### src/rtl/uart_pkg.sv
// ---------------------------------------------------------------------------
// uart_pkg
// Shared types and constants for the UART receive path.
//   - data_bits_e : encoding of the data_bits configuration input
//   - rx_state_e  : receiver FSM states
//   - OVERSAMPLE  : baud_clk ticks per bit
//   - MID_TICK    : tick index of the bit centre
//   - majority3   : 2-of-3 voter used by the optional noise filter
//   - parity_bit  : expected parity bit for a zero-extended character
// ---------------------------------------------------------------------------
package uart_pkg;

    localparam int         OVERSAMPLE = 8;
    localparam logic [2:0] MID_TICK   = 3'd4;

    typedef enum logic [1:0] {
        DBITS_8 = 2'd0,
        DBITS_7 = 2'd1,
        DBITS_6 = 2'd2,
        DBITS_5 = 2'd3
    } data_bits_e;

    typedef enum logic [2:0] {
        ST_IDLE      = 3'd0,
        ST_START     = 3'd1,
        ST_DATA      = 3'd2,
        ST_PARITY    = 3'd3,
        ST_STOP      = 3'd4,
        ST_WAIT_IDLE = 3'd5
    } rx_state_e;

    function automatic logic majority3(input logic a, input logic b, input logic c);
        return (a & b) | (a & c) | (b & c);
    endfunction

    // Unused upper bits of the character are zero, so they do not disturb the XOR.
    function automatic logic parity_bit(input logic [7:0] data, input logic odd);
        return (^data) ^ odd;
    endfunction

endpackage

### src/rtl/taxi_axis_if.sv
// ---------------------------------------------------------------------------
// taxi_axis_if
// Minimal AXI4-Stream interface (tdata/tvalid/tready).
//   modport src : drives tdata, tvalid; receives tready
//   modport snk : receives tdata, tvalid; drives tready
// ---------------------------------------------------------------------------
interface taxi_axis_if #(
    parameter int DATA_W = 8
);
    logic [DATA_W-1:0] tdata;
    logic              tvalid;
    logic              tready;

    modport src (output tdata, output tvalid, input tready);
    modport snk (input tdata, input tvalid, output tready);
endinterface

### src/rtl/uart_rx_sampler.sv
// ---------------------------------------------------------------------------
// uart_rx_sampler
// rxd synchroniser plus bit-centre sampler for the UART receiver.
// Build option: UART_RX_MAJORITY_EN
//   defined   : each bit is sampled at ticks 3,4,5; the 2-of-3 vote is the
//               bit value, decided at tick 5; any disagreement raises o_noise.
//   undefined : single sample at tick 4; o_noise is constant 0.
// Ports:
//   Clk, Rst    clock, synchronous active-high reset
//   i_clr       receiver clear (Rst or block disabled)
//   i_rxd       asynchronous serial input, idle high
//   i_tick_en   baud tick while a frame is being received
//   i_tick      tick index (0..7) within the current bit for this tick
//   o_rxd_sync  synchronised rxd
//   o_strobe    bit decision is valid this cycle
//   o_bit       decided bit value
//   o_noise     samples of this bit disagreed (qualified by o_strobe)
// ---------------------------------------------------------------------------
module uart_rx_sampler
    import uart_pkg::*;
#(
    parameter int SYNC_STAGES = 2
) (
    input  logic       Clk,
    input  logic       Rst,
    input  logic       i_clr,
    input  logic       i_rxd,
    input  logic       i_tick_en,
    input  logic [2:0] i_tick,
    output logic       o_rxd_sync,
    output logic       o_strobe,
    output logic       o_bit,
    output logic       o_noise
);

    logic [SYNC_STAGES-1:0] r_sync;
    logic                   w_rxd;

    // Synchroniser chain; resets to idle-high so a reset never looks like a start bit.
    always_ff @(posedge Clk) begin
        if (Rst || i_clr) begin
            r_sync <= '1;
        end else begin
            r_sync <= {r_sync[SYNC_STAGES-2:0], i_rxd};
        end
    end

    assign w_rxd      = r_sync[SYNC_STAGES-1];
    assign o_rxd_sync = w_rxd;

`ifdef UART_RX_MAJORITY_EN
    logic r_s3;
    logic r_s4;

    // Capture the two early samples; the third is the live value at the decision tick.
    always_ff @(posedge Clk) begin
        if (Rst || i_clr) begin
            r_s3 <= 1'b1;
            r_s4 <= 1'b1;
        end else if (i_tick_en) begin
            if (i_tick == (MID_TICK - 3'd1)) begin
                r_s3 <= w_rxd;
            end
            if (i_tick == MID_TICK) begin
                r_s4 <= w_rxd;
            end
        end
    end

    assign o_strobe = i_tick_en && (i_tick == (MID_TICK + 3'd1));
    assign o_bit    = majority3(r_s3, r_s4, w_rxd);
    assign o_noise  = !((r_s3 == r_s4) && (r_s4 == w_rxd));
`else
    assign o_strobe = i_tick_en && (i_tick == MID_TICK);
    assign o_bit    = w_rxd;
    assign o_noise  = 1'b0;
`endif

endmodule

### src/rtl/uart_rx.sv
// ---------------------------------------------------------------------------
// uart_rx
// UART receiver: start, 5-8 data bits LSB first, optional parity, stop.
// rxd is oversampled on baud_clk (8 ticks per bit); characters leave on an
// AXI4-Stream source. Frame, parity and overrun errors are 1-Clk pulses.
// Build option: UART_RX_MAJORITY_EN enables 3-sample majority voting and the
// noise_err pulse; without it noise_err is always 0.
// Ports:
//   Clk, Rst     clock, synchronous active-high reset
//   En           block enable, low acts as reset
//   baud_clk     one-Clk pulse at 8x bit rate
//   m_axis       AXI4-Stream source, tdata[7:0] zero-extended character
//   data_bits    0:8 1:7 2:6 3:5 data bits
//   parity_en    parity bit expected
//   parity_type  1 odd, 0 even
//   busy         frame in progress
//   frame_err    stop bit sampled low
//   parity_err   parity mismatch on a delivered character
//   overrun      character dropped because m_axis was still full
//   noise_err    samples within a bit disagreed
//   rxd          serial input, idle high, asynchronous
// ---------------------------------------------------------------------------
module uart_rx
    import uart_pkg::*;
#(
    parameter int SYNC_STAGES = 2
) (
    input  logic            Clk,
    input  logic            Rst,
    input  logic            En,
    input  logic            baud_clk,
    taxi_axis_if.src        m_axis,
    input  logic [1:0]      data_bits,
    input  logic            parity_en,
    input  logic            parity_type,
    output logic            busy,
    output logic            frame_err,
    output logic            parity_err,
    output logic            overrun,
    output logic            noise_err,
    input  logic            rxd
);

    rx_state_e  r_state;
    logic [2:0] r_tick;
    logic [2:0] r_bit_cnt;
    logic [7:0] r_shift;
    data_bits_e r_data_bits;
    logic       r_parity_en;
    logic       r_parity_type;
    logic       r_par_err;
    logic [7:0] r_tdata;
    logic       r_tvalid;
    logic       r_busy;
    logic       r_frame_err;
    logic       r_parity_err;
    logic       r_overrun;
    logic       r_noise_err;

    logic       w_clr;
    logic       w_active;
    logic       w_tick_en;
    logic [2:0] w_tick;
    logic [2:0] w_last_bit;
    logic       w_rxd_sync;
    logic       w_strobe;
    logic       w_bit;
    logic       w_noise;

    assign w_clr      = Rst || !En;
    assign w_active   = (r_state == ST_START) || (r_state == ST_DATA) ||
                        (r_state == ST_PARITY) || (r_state == ST_STOP);
    assign w_tick_en  = baud_clk && w_active;
    // Tick index of the current baud pulse; the start-detect pulse is tick 0.
    assign w_tick     = r_tick + 3'd1;
    assign w_last_bit = 3'd7 - {1'b0, r_data_bits};

    uart_rx_sampler #(
        .SYNC_STAGES (SYNC_STAGES)
    ) u_sampler (
        .Clk        (Clk),
        .Rst        (Rst),
        .i_clr      (w_clr),
        .i_rxd      (rxd),
        .i_tick_en  (w_tick_en),
        .i_tick     (w_tick),
        .o_rxd_sync (w_rxd_sync),
        .o_strobe   (w_strobe),
        .o_bit      (w_bit),
        .o_noise    (w_noise)
    );

    // Receiver FSM, output stream register and error pulses.
    always_ff @(posedge Clk) begin
        if (w_clr) begin
            r_state       <= ST_IDLE;
            r_tick        <= 3'd0;
            r_bit_cnt     <= 3'd0;
            r_shift       <= 8'd0;
            r_data_bits   <= DBITS_8;
            r_parity_en   <= 1'b0;
            r_parity_type <= 1'b0;
            r_par_err     <= 1'b0;
            r_tdata       <= 8'd0;
            r_tvalid      <= 1'b0;
            r_busy        <= 1'b0;
            r_frame_err   <= 1'b0;
            r_parity_err  <= 1'b0;
            r_overrun     <= 1'b0;
            r_noise_err   <= 1'b0;
        end else begin
            r_frame_err  <= 1'b0;
            r_parity_err <= 1'b0;
            r_overrun    <= 1'b0;
            r_noise_err  <= w_strobe && w_noise;

            if (r_tvalid && m_axis.tready) begin
                r_tvalid <= 1'b0;
            end
            if (w_tick_en) begin
                r_tick <= w_tick;
            end

            case (r_state)
                ST_IDLE: begin
                    if (baud_clk && !w_rxd_sync) begin
                        r_state       <= ST_START;
                        r_tick        <= 3'd0;
                        r_bit_cnt     <= 3'd0;
                        r_shift       <= 8'd0;
                        r_par_err     <= 1'b0;
                        r_busy        <= 1'b1;
                        r_data_bits   <= data_bits_e'(data_bits);
                        r_parity_en   <= parity_en;
                        r_parity_type <= parity_type;
                    end
                end
                ST_START: begin
                    if (w_strobe) begin
                        if (w_bit) begin
                            // Line back high at the centre: glitch, not a start bit.
                            r_state <= ST_IDLE;
                            r_busy  <= 1'b0;
                        end else begin
                            r_state <= ST_DATA;
                        end
                    end
                end
                ST_DATA: begin
                    if (w_strobe) begin
                        r_shift[r_bit_cnt] <= w_bit;
                        if (r_bit_cnt == w_last_bit) begin
                            r_state <= r_parity_en ? ST_PARITY : ST_STOP;
                        end else begin
                            r_bit_cnt <= r_bit_cnt + 3'd1;
                        end
                    end
                end
                ST_PARITY: begin
                    if (w_strobe) begin
                        r_par_err <= (w_bit != parity_bit(r_shift, r_parity_type));
                        r_state   <= ST_STOP;
                    end
                end
                ST_STOP: begin
                    if (w_strobe) begin
                        r_busy <= 1'b0;
                        if (w_bit) begin
                            r_parity_err <= r_par_err;
                            // A handshake this cycle frees the slot, so only a
                            // stalled sink causes an overrun.
                            if (r_tvalid && !m_axis.tready) begin
                                r_overrun <= 1'b1;
                            end else begin
                                r_tdata  <= r_shift;
                                r_tvalid <= 1'b1;
                            end
                            r_state <= ST_IDLE;
                        end else begin
                            r_frame_err <= 1'b1;
                            r_state     <= ST_WAIT_IDLE;
                        end
                    end
                end
                ST_WAIT_IDLE: begin
                    // Hold off through a break until the line returns high.
                    if (w_rxd_sync) begin
                        r_state <= ST_IDLE;
                    end
                end
                default: begin
                    r_state <= ST_IDLE;
                    r_busy  <= 1'b0;
                end
            endcase
        end
    end

    assign m_axis.tdata  = r_tdata;
    assign m_axis.tvalid = r_tvalid;
    assign busy          = r_busy;
    assign frame_err     = r_frame_err;
    assign parity_err    = r_parity_err;
    assign overrun       = r_overrun;
    assign noise_err     = r_noise_err;

endmodule

### src/flat_wrapper.sv
// flat-port wrapper written by rule: the top's interface ports become plain ports
module uart_rx_flat import uart_pkg::*;
#(
    parameter int SYNC_STAGES = 2
)
  (Clk, Rst, En, baud_clk, data_bits, parity_en, parity_type, busy, frame_err, parity_err, overrun, noise_err, rxd, m_axis_tdata, m_axis_tvalid, m_axis_tready);
  taxi_axis_if #(.DATA_W(8)) m_axis_i ();
  input  logic Clk;
  input  logic Rst;
  input  logic En;
  input  logic baud_clk;
  input  logic [1:0] data_bits;
  input  logic parity_en;
  input  logic parity_type;
  output logic busy;
  output logic frame_err;
  output logic parity_err;
  output logic overrun;
  output logic noise_err;
  input  logic rxd;
  output wire logic [$bits(m_axis_i.tdata)-1:0] m_axis_tdata;
  output wire logic [$bits(m_axis_i.tvalid)-1:0] m_axis_tvalid;
  input wire logic [$bits(m_axis_i.tready)-1:0] m_axis_tready;
  assign m_axis_tdata = m_axis_i.tdata;
  assign m_axis_tvalid = m_axis_i.tvalid;
  assign m_axis_i.tready = m_axis_tready;
  uart_rx #(.SYNC_STAGES(SYNC_STAGES)) u_core (.Clk(Clk), .Rst(Rst), .En(En), .baud_clk(baud_clk), .m_axis(m_axis_i), .data_bits(data_bits), .parity_en(parity_en), .parity_type(parity_type), .busy(busy), .frame_err(frame_err), .parity_err(parity_err), .overrun(overrun), .noise_err(noise_err), .rxd(rxd));
endmodule
### config.mk
export PLATFORM = sky130hd
export DESIGN_NAME = uart_rx_flat
export DESIGN_NICKNAME = d
export VERILOG_FILES = /design/src/rtl/uart_pkg.sv /design/src/rtl/taxi_axis_if.sv /design/src/rtl/uart_rx_sampler.sv /design/src/rtl/uart_rx.sv /design/src/flat_wrapper.sv
export SDC_FILE = /design/constraint.sdc
export NUM_CORES = 1
export LEC_CHECK = 0
export ABC_AREA = 1
export BUFFER_PORTS_ARGS = -buffer_cell sky130_fd_sc_hd__buf_2
export CAP_MARGIN = 20
export CORE_UTILIZATION = 45
export DETAILED_ROUTE_END_ITERATION = 10
export MAX_ROUTING_LAYER = met4
export PLACE_DENSITY_LB_ADDON = 0.12
export SYNTH_ARGS = -nofsm -noshare
export SYNTH_HDL_FRONTEND = slang
export SYNTH_SLANG_ARGS = --single-unit
### constraint.sdc
create_clock -name Clk -period 1.4 [get_ports Clk]
set_input_delay 0.07 -clock Clk [delete_from_list [all_inputs] [get_ports Clk]]
set_output_delay 0.07 -clock Clk [all_outputs]
set_load 0.02 [all_outputs]
==> reports/qor.csv <==
metric,value,unit
outcome,finished with violations,
failing checks,setup timing,
die width,68.51,um
Hold Crit Endpoint,u_core.r_data_bits[0]$_SDFFE_PP0P_,
post-layout utilization of the core,63.58,%
# DRC,0,
crit-path cells,ha_4 > inv_2 > nand2_4 > nand3_4 > nor2_8 > buf_4 > nand3_4 > a211oi_2,
maxcap violations,0,
Int Power,0.001805,W
Die Height,68.51,um
CP most frequent cell,nand3_4,
PortBufs,22,
Static Leak,1.161,nW
die area,4694,um^2
Synth Area per Inst,6.985,um^2
"commonest non-fill, non-tap cell in the layout",nand2_1,
grt ovf,0,
detailed-route vias per instance,4.808,
switching share of power,25.19,%
# rows,23,
CTS tree,yes,
PD cells,922.3,nW/um^2
CTS Buf Count,5,
sequential area share after synthesis,37.21,%
"Design Area, Final",2616,um^2
"Reg clk slew, reported paths",0.07,ns
Reg2Reg Depth,8,
GP Congestion,0.8790,
H-tree depth,2,
Routed wire per std cell,11.48,um
post-synthesis net count,298,
GRT Total Usage,19.87,%
layout cells sized above 1,31.34,%
hold path startpoint,data_bits[0],
CTS sink cnt,37,
FF-to-FF Start,u_core.r_tick[1]$_SDFF_PP0_,
iteration-0 DRC count of the detailed router,74,
min cycle time layout,1.500,ns
CTS Buffer Depth,2,
"Slew Viols, Final",0,
Reg power frac,45.0,%
crit path kind,register to register,
CP max FO,8,
"commonest non-fill, non-tap cells in the layout","nand2_1 (63), inv_1 (35), nor2_1 (33), dfxtp_1 (33), buf_4 (23)",
clock root buffer,clkbuf_8,
global-route wire length before repair,6.693,mm
initial core utilization,48.37,%
RSZ-0062 raised after global routing,true,
synth warn,0,
"Period Utilization, post-route",107.2,%
Comb pwr share,15.6,%
clk_lat worst skew,0.28,ns
CP peak stage delay,0.37,ns
DRT Wirelength,4.420,mm
reg2reg setup slack,-0.10,ns
Synth cell types,33,
"FF+latch count, synth",37,
HP Class,primary input to register,
Final HPWL DP,3.045,mm
maximum clock rate,0.6665,GHz
arrival time at the worst endpoint,1.70,ns
Min Hold Slack,0.03844,ns
Worst Path Required,1.60,ns
First-pass DRT Iterations,4,
type of origin of the critical path,register,
via count,1851,
Max IR drop VDD,515.8,uV
Synth Instances,285,
area grow syn2layout,31.43,%
Core ar.,4115,um^2
Setup Skew,0.005175,ns
diode count,0,
hold path cells,3,
Synth Cell Area,1991,um^2
endpoint type of the worst setup path,register,
Setup WS post-layout,-0.1004,ns
clock share of power,39.4,%
vias in the first global route,1567,
antenna violations before repair,0,
post-route antenna net violation count,0,
largest net degree at the start of global routing,17,
reg2reg end,u_core.m_axis.tdata[1]$_SDFFE_PP0P_,
# nets final,347,
final setup violation count,23,
final hold violations,0,
placed cell area,2305,um^2
"Max stage delay cell, worst path",dfxtp_4,
switching power,0.0006079,W
IO Pins,24,
==> cells in the mapped netlist (all sizes together) <==
cell type	number	share of area [%]
o21ai	11	2.8
nor3b	1	0.38
nand3b	1	0.38
nand3	23	7.3
ha	3	1.9
dfxtp	37	37
a211oi	8	4.3
nand2	73	15
or2	2	0.63
a21oi	20	5.6
xor2	2	0.88
clkbuf	3	0.57
o211ai	1	0.38
inv	40	7.5
buf	5	2.1
xnor2	1	0.44
nand4	1	0.31
conb	1	0.19
nor2	44	10
nor3	8	2.0
==> per-layer routing <==
metal / vias to the layer above / track usage [%] / wire length, um
met5: - / - / 0
met4: 0 / 6.771 / 29
met3: 4 / 4.441 / 154
met2: 32 / 33.70 / 2220
met1: 814 / 23.00 / 2016
li1: 1001 / - / -
==> repair_timing <==
| action | in CTS | in global routing |
|---|---|---|
| setup endpoints to repair | 28 | 27 |
| hold endpoints to repair | 1 | 0 |
| buffers inserted | 1 | 3 |
| cloned | 0 | 2 |
| hold buffers | 1 | 0 |
| pin swaps | 7 | 10 |
| resized for setup | 12 | 19 |
==> critical path: cells and delay by family (launching register included) <==
| kind | cells | cell delay (ns) |
|---|---|---|
| compound gates | 1 | 0.24 |
| fa+ha+maj | 1 | 0.15 |
| buf+inv | 2 | 0.20 |
| flops | 1 | 0.37 |
| simple gates | 4 | 0.44 |
==> metrics by stage <==
stage / power [W] / cells / TNS [ns] / setup slack (ns)
final: 0.002413 / 385 / -0.7658 / -0.1004
after CTS: 0.002394 / 380 / -0.08727 / -0.04306
after detailed placement: 0.001437 / 370 / -0.6868 / -0.08149
after global placement: 0.001438 / 370 / -0.7199 / -0.06286
after floorplan: 0.001324 / 285 / 0 / 0.02446
after global routing: 0.002499 / 385 / -3.220 / -0.2045
==> worst max path at each step <==
stage	from	endpoint	slack (ns)
after detailed placement	u_core.r_state[1]$_SDFFE_PP0P_	u_core.r_state[1]$_SDFFE_PP0P_	-0.08
after global routing	u_core.r_tick[1]$_SDFF_PP0_	u_core.m_axis.tdata[1]$_SDFFE_PP0P_	-0.20
after global placement	u_core.r_state[1]$_SDFFE_PP0P_	u_core.r_state[1]$_SDFFE_PP0P_	-0.06
final	u_core.r_tick[1]$_SDFF_PP0_	u_core.m_axis.tdata[1]$_SDFFE_PP0P_	-0.10
after CTS	u_core.r_tick[0]$_SDFF_PP0_	u_core.r_state[1]$_SDFFE_PP0P_	-0.04
after floorplan	u_core.r_state[1]$_SDFFE_PP0P_	u_core.r_shift[6]$_SDFFE_PP0P_	0.02
==> flip-flops by register name, summed over array words and instances, names as in the netlist, 2 cells and up <==
| name | flops |
|---|---|
| u_core.m_axis.tdata | 8 |
| u_core.r_bit_cnt | 3 |
| u_core.r_data_bits | 2 |
| u_core.r_shift | 8 |
| u_core.r_state | 3 |
| u_core.r_tick | 3 |
| u_core.u_sampler.r_sync | 2 |
==> power by group through the flow <==
stage                     registers, W  logic (W)  clock network [W]
final                          0.00109   0.000376           0.000951
after floorplan                0.00111   0.000215                  0
after detailed placement       0.00111   0.000329                  0
after global placement         0.00111   0.000330                  0
after global routing           0.00109   0.000412            0.00100
after CTS                      0.00108   0.000341           0.000971
==> cell type report <==
type | count | area (um^2)
clock buffer | 7 | 86.33
clock inverter | 1 | 30.03
fill | 376 | 1499
inverter | 40 | 152.6
multi-input combinational | 202 | 1201
sequential | 37 | 750.7
tap | 50 | 62.56
timing repair buffer | 48 | 332.8
==> cell families (layout without fill, tap and decap cells) <==
kind of cell,Yosys count,in the layout,synth area share (%)
AO/OA/AOI/OAI,40,40,13.01
XOR/XNOR,3,3,1.320
adder cells (fa/ha/maj),3,3,1.886
buffers and inverters,48,96,10.24
flip-flops,37,37,37.21
other,1,1,0.1884
AND/OR/NAND/NOR,153,155,36.14
No activity file was read; power rests on OpenSTA's default activity.
